## src/rtl/instr_mem_writer.sv

```systemverilog
// Y86-64 instruction encoder/loader: turns one decoded instruction into its
// variable-length byte image and writes it, one byte per cycle, into instruction memory.
module instr_mem_writer #(
    parameter int DATA_WID  = 64,
    parameter int ADDR_WID  = 11,
    parameter int MEM_DEPTH = 2048
) (
    input  logic                clk,
    input  logic                rst,
    input  logic                in_valid,
    output logic                in_ready,
    input  logic [3:0]          icode,
    input  logic [3:0]          ifun,
    input  logic [3:0]          rA,
    input  logic [3:0]          rB,
    input  logic [DATA_WID-1:0] valC,
    input  logic                ptr_load,
    input  logic [ADDR_WID-1:0] ptr_value,
    output logic                mem_we,
    input  logic                mem_ready,
    output logic [ADDR_WID-1:0] mem_addr,
    output logic [7:0]          mem_wdata,
    output logic                busy,
    output logic                bad_icode,
    output logic [DATA_WID-1:0] next_pc
);

    typedef enum logic {IDLE, EMIT} state_t;

    state_t              state;
    logic [ADDR_WID-1:0] ptr;
    logic [ADDR_WID-1:0] ptr_next;
    logic [79:0]         image;      // remaining bytes, next one to write in [7:0]
    logic [3:0]          remaining;
    logic [79:0]         image_in;
    logic [3:0]          len_in;     // 0 marks an invalid icode

    // NOTE: every signal assigned in always_comb gets a default first, so no latch is inferred.
    always_comb begin
        image_in = '0;
        len_in   = 4'd0;
        case (icode)
            4'h0, 4'h1, 4'h9: begin
                image_in = {72'd0, icode, ifun};
                len_in   = 4'd1;
            end
            4'h2, 4'h6, 4'hA, 4'hB: begin
                image_in = {64'd0, rA, rB, icode, ifun};
                len_in   = 4'd2;
            end
            4'h7, 4'h8: begin
                image_in = {8'd0, valC, icode, ifun};
                len_in   = 4'd9;
            end
            4'h3, 4'h4, 4'h5: begin
                image_in = {valC, rA, rB, icode, ifun};
                len_in   = 4'd10;
            end
            default: begin
                image_in = '0;
                len_in   = 4'd0;
            end
        endcase
    end

    assign ptr_next  = (ptr == ADDR_WID'(MEM_DEPTH - 1)) ? '0 : ptr + 1'b1;

    // A pointer load in IDLE takes priority, so acceptance is withheld that same cycle.
    assign in_ready  = (state == IDLE) && !ptr_load;
    assign mem_addr  = ptr;
    assign mem_wdata = image[7:0];
    assign next_pc   = {{(DATA_WID - ADDR_WID){1'b0}}, ptr};

    // NOTE: sequential state uses non-blocking assignments so every flop samples pre-edge values.
    always_ff @(posedge clk) begin
        if (rst) begin
            state     <= IDLE;
            ptr       <= '0;
            image     <= '0;
            remaining <= 4'd0;
            mem_we    <= 1'b0;
            busy      <= 1'b0;
            bad_icode <= 1'b0;
        end else begin
            bad_icode <= 1'b0;
            case (state)
                IDLE: begin
                    if (ptr_load) begin
                        ptr <= ptr_value;
                    end else if (in_valid) begin
                        if (len_in != 4'd0) begin
                            image     <= image_in;
                            remaining <= len_in;
                            state     <= EMIT;
                            mem_we    <= 1'b1;
                            busy      <= 1'b1;
                        end else begin
                            bad_icode <= 1'b1;
                        end
                    end
                end
                EMIT: begin
                    // Without mem_ready everything holds, keeping address and data stable.
                    if (mem_ready) begin
                        ptr       <= ptr_next;
                        image     <= image >> 8;
                        remaining <= remaining - 4'd1;
                        if (remaining == 4'd1) begin
                            state  <= IDLE;
                            mem_we <= 1'b0;
                            busy   <= 1'b0;
                        end
                    end
                end
                default: state <= IDLE;
            endcase
        end
    end

endmodule

```

## config.mk

```make
export PLATFORM = sky130hd
export DESIGN_NAME = instr_mem_writer
export DESIGN_NICKNAME = d
export VERILOG_FILES = /design/src/rtl/instr_mem_writer.sv
export SDC_FILE = /design/constraint.sdc
export NUM_CORES = 1
export LEC_CHECK = 0
export CAP_MARGIN = 20
export CORE_MARGIN = 3
export CORE_UTILIZATION = 42
export CTS_CLUSTER_DIAMETER = 30
export CTS_CLUSTER_SIZE = 12
export DETAILED_ROUTE_END_ITERATION = 10
export PLACE_DENSITY = 0.77
export REMOVE_ABC_BUFFERS = 1
export SYNTH_ARGS = -nofsm -noshare
export SYNTH_HDL_FRONTEND = slang
export SYNTH_SLANG_ARGS = --single-unit
```

## constraint.sdc

```tcl
create_clock -name clk -period 1.6 [get_ports clk]
set_input_delay 0.24 -clock clk [delete_from_list [all_inputs] [get_ports clk]]
set_output_delay 0.24 -clock clk [all_outputs]
set_load 0.02 [all_outputs]
```

==> summary.txt <==
Run status
  – Status: finished, violations left
  – Failing checks: setup timing

Detailed routing
  – DRC violation total after the first TritonRoute iteration: 728
  – WL/cell: 19.74 µm
  – DRC Markers: 0
  – DRT antenna net count: 0
  – Via count: 6053
  – Vias per Instance: approximately 6.2
  – Detailed-router iteration count before antenna repair: 6
  – Routed wire length: slightly below 20000 µm

GRT
  – Number of global-route vias before repair: 5756
  – Met3 usage in global routing: 0.05938
  – Met2 usage in global routing: 0.4089
  – Grt ovf: 0
  – GRT busiest layer: met2
  – Largest net degree at the start of global routing: 43
  – Antenna violations before repair: 0
  – First-pass GRT wire length: between 20000 and 30000 µm
  – GR Util met1: 0.3182
  – GRT Total Usage: 0.2489

Clocking
  – Total number of clock tree sinks: 98
  – CTS tree: built
  – Num CTS Buffers: 9
  – Clock root buffer: clkbuf_16
  – Clock-pin slew on the worst setup and hold paths: 0.07 ns
  – Max clock buf depth: 2
  – CTS H-Tree Depth: 3
  – Clk Latency, worst-skew pair: about 0.35 ns

STA
  – Fmax: 562.4 MHz
  – Final Hold Viols: 0
  – Final period utilization: 1.111
  – Slew Limit Fails: 0
  – RSZ-0062 raised after global routing: yes
  – Fin crit period: 1.778 ns
  – Worst relative slew slack: 0.5872
  – Fin Clk Skew: 0.007462 ns
  – Worst slew pin tran: 0.6157 ns
  – # setup viols final: a little under 70
  – Setup ws final: -0.1780 ns

Setup path
  – Startpoint Class: flop
  – FF-to-FF End: image[18]
  – CP max FO: 8
  – Req. time, crit path: 1.81 ns
  – Crit end category: flop
  – Crit. Startpoint: state
  – CP arrival: about 2 ns
  – FF-to-FF setup slack: -0.18 ns
  – WS Path Type: flop to flop
  – FF-to-FF Start: state
  – R2R depth: 7

Pwr
  – Maximum vdd drop: 0.0006626 V
  – Psw: 2.208 mW
  – Reg power frac: 0.379
  – Clock power frac: 0.338
  – Sw Ratio: 0.3000
  – Combinational share of power: 0.283
  – Int Power: 5.153 mW
  – Pwr dens: 909.5 nW/µm²
  – Leakage: 2.938 nW
  – Total Power: between 7 and 8 mW

Layout
  – Fin nets: 898
  – Most common cell after layout, fill and taps aside: clkdlybuf4s50_1
  – Number of diodes: 0
  – Post-Layout Cell Count: about 1000
  – Most frequent cells in the layout: clkdlybuf4s50_1, dfxtp_1, a32oi_1
  – Area delta synth->final: 47.91%
  – Share of cells above drive strength 1: 0.2177

Floorplan
  – I/O pins: 183
  – Die Wd: 120.1 µm
  – Core area: about 13000 µm²
  – Die area: 14430 µm²
  – Die height: between 100 and 150 µm
  – Initial core utilization: 0.4318
  – Site Rows: 41

Synthesis
  – Sequential share of the synthesized area: 0.3586
  – Yosys cell types: 54
  – Synth Area per Inst: 8.366 µm²
  – Number of flops mapped to enable cells by yosys: 0
  – Synthesis-stage register bit count: 98
  – Synth Flop Type: dfxtp_1
  – Post-Syn Instances: 654
  – Yosys warnings: 0
  – Synth async-reset ratio: 0
  – Synthesized cell area: 5471 µm²

Worst hold path
  – Hold path depth: 4
  – Min-delay src: rst
  – Hold WC Path Type: primary input to flop
  – Worst Hold Path EP: mem_addr[2]

Placed design
  – PortBufs: 129
  – Final HPWL DP: between 10000 and 15000 µm
  – Placed insts: 927
  – GP Congestion: 0.9363

Flow run
  – Maximum Capacitance Violations: 0
## power by group through the flow
| stage | sequential, mW | combinational, mW | clock [mW] |
|---|---|---|---|
| 4_1_cts | 2.77 | 1.96 | 2.51 |
| 2_1_floorplan | 2.92 | 0.716 | 0 |
| 5_1_grt | 2.81 | 2.20 | 2.59 |
| 6_report | 2.79 | 2.09 | 2.49 |
| 3_5_place_dp | 2.82 | 1.64 | 0 |
| 3_3_place_gp | 2.80 | 1.60 | 0 |
## repair_timing
| action | CTS | global route |
|---|---|---|
| pin swaps | 23 | 33 |
| cloned | 12 | 4 |
| buffers inserted | 15 | 9 |
| gates resized for setup | 95 | 55 |
| endpoints found under the setup margin | 110 | 93 |
| hold buffers | 0 | 0 |
## how the worst max path moves through the flow
stage,endpoint,slack [ns],depth (start not counted)
finish,image[18],-0.18,7
global route,image[0],-0.21,7
CTS,image[25],-0.12,7
detailed placement,image[74],-0.66,5
global placement,image[78],-0.58,5
floorplan,image[25],-3.73,3
## synth_stat cells, types with 17 or more instances
library cell  number  share of area
buf_4             78           0.11
clkbuf_1          35          0.024
a31oi_1           17          0.019
nor2_1            67          0.046
buf_2             20          0.018
a21oi_1           22          0.020
nand3_1           51          0.047
a32oi_1           56          0.090
nand2_1           21          0.014
o21ai_0           35          0.032
a311oi_1          42          0.067
dfxtp_1           98           0.36
## final cells by class
| class | instances | area [µm²] |
|---|---|---|
| clock buffer | 11 | 232.7 |
| fill | 984 | 4578 |
| clock inverter | 5 | 101.3 |
| timing repair buffer | 220 | 2455 |
| sequential | 98 | 1971 |
| multi-input combinational | 463 | 3092 |
| tap | 172 | 215.2 |
| inverter | 7 | 26.28 |
## flip-flops by register name (all words and copies together), names as in the netlist
register,flops
image,80
mem_addr,11
remaining,4
bad_icode,1
busy,1
state,1
## worst max-delay path, stage by stage, from the launching register on
cell	delay, ns
dfxtp_4	0.36
or3b_4	0.43
o21ai_4	0.16
buf_12	0.17
buf_8	0.15
buf_12	0.12
buf_16	0.12
a31oi_2	0.12
## metal layers
metal | share of wire | wire, µm
met1 | 0.38 | 7380
met2 | 0.48 | 9327
met3 | 0.11 | 2067
met4 | 0.026 | 494
met5 | 0 | 0
## per-stage QoR
stage | TNS, ns | worst slack [ns] | util | hold WS (ns) | cell area, µm²
6_report | -6.139 | -0.1780 | 0.6387 | 0.2672 | 8093
4_1_cts | -4.704 | -0.1169 | 0.6232 | 0.2509 | 7896
5_1_grt | -8.932 | -0.2065 | 0.6387 | 0.2976 | 8093
3_3_place_gp | -43.56 | -0.5810 | 0.5443 | 0.4725 | 6897
3_5_place_dp | -49.04 | -0.6574 | 0.5443 | 0.4724 | 6897
2_1_floorplan | -303.55 | -3.728 | - | 0.3091 | 4805
## cell families (layout without fill, tap and decap cells)
kind of cell / after synthesis / in the layout / share of synthesized area
flops: 98 / 98 / 0.3586
buf+inv: 145 / 243 / 0.1624
other cells: 1 / 53 / 0.0006854
xor+xnor: 1 / 1 / 0.001601
fa+ha+maj: 3 / 3 / 0.006861
compound gates: 222 / 222 / 0.3080
mux: 3 / 3 / 0.005945
simple gates: 181 / 181 / 0.1560
Power figures use the tool's default switching activity.
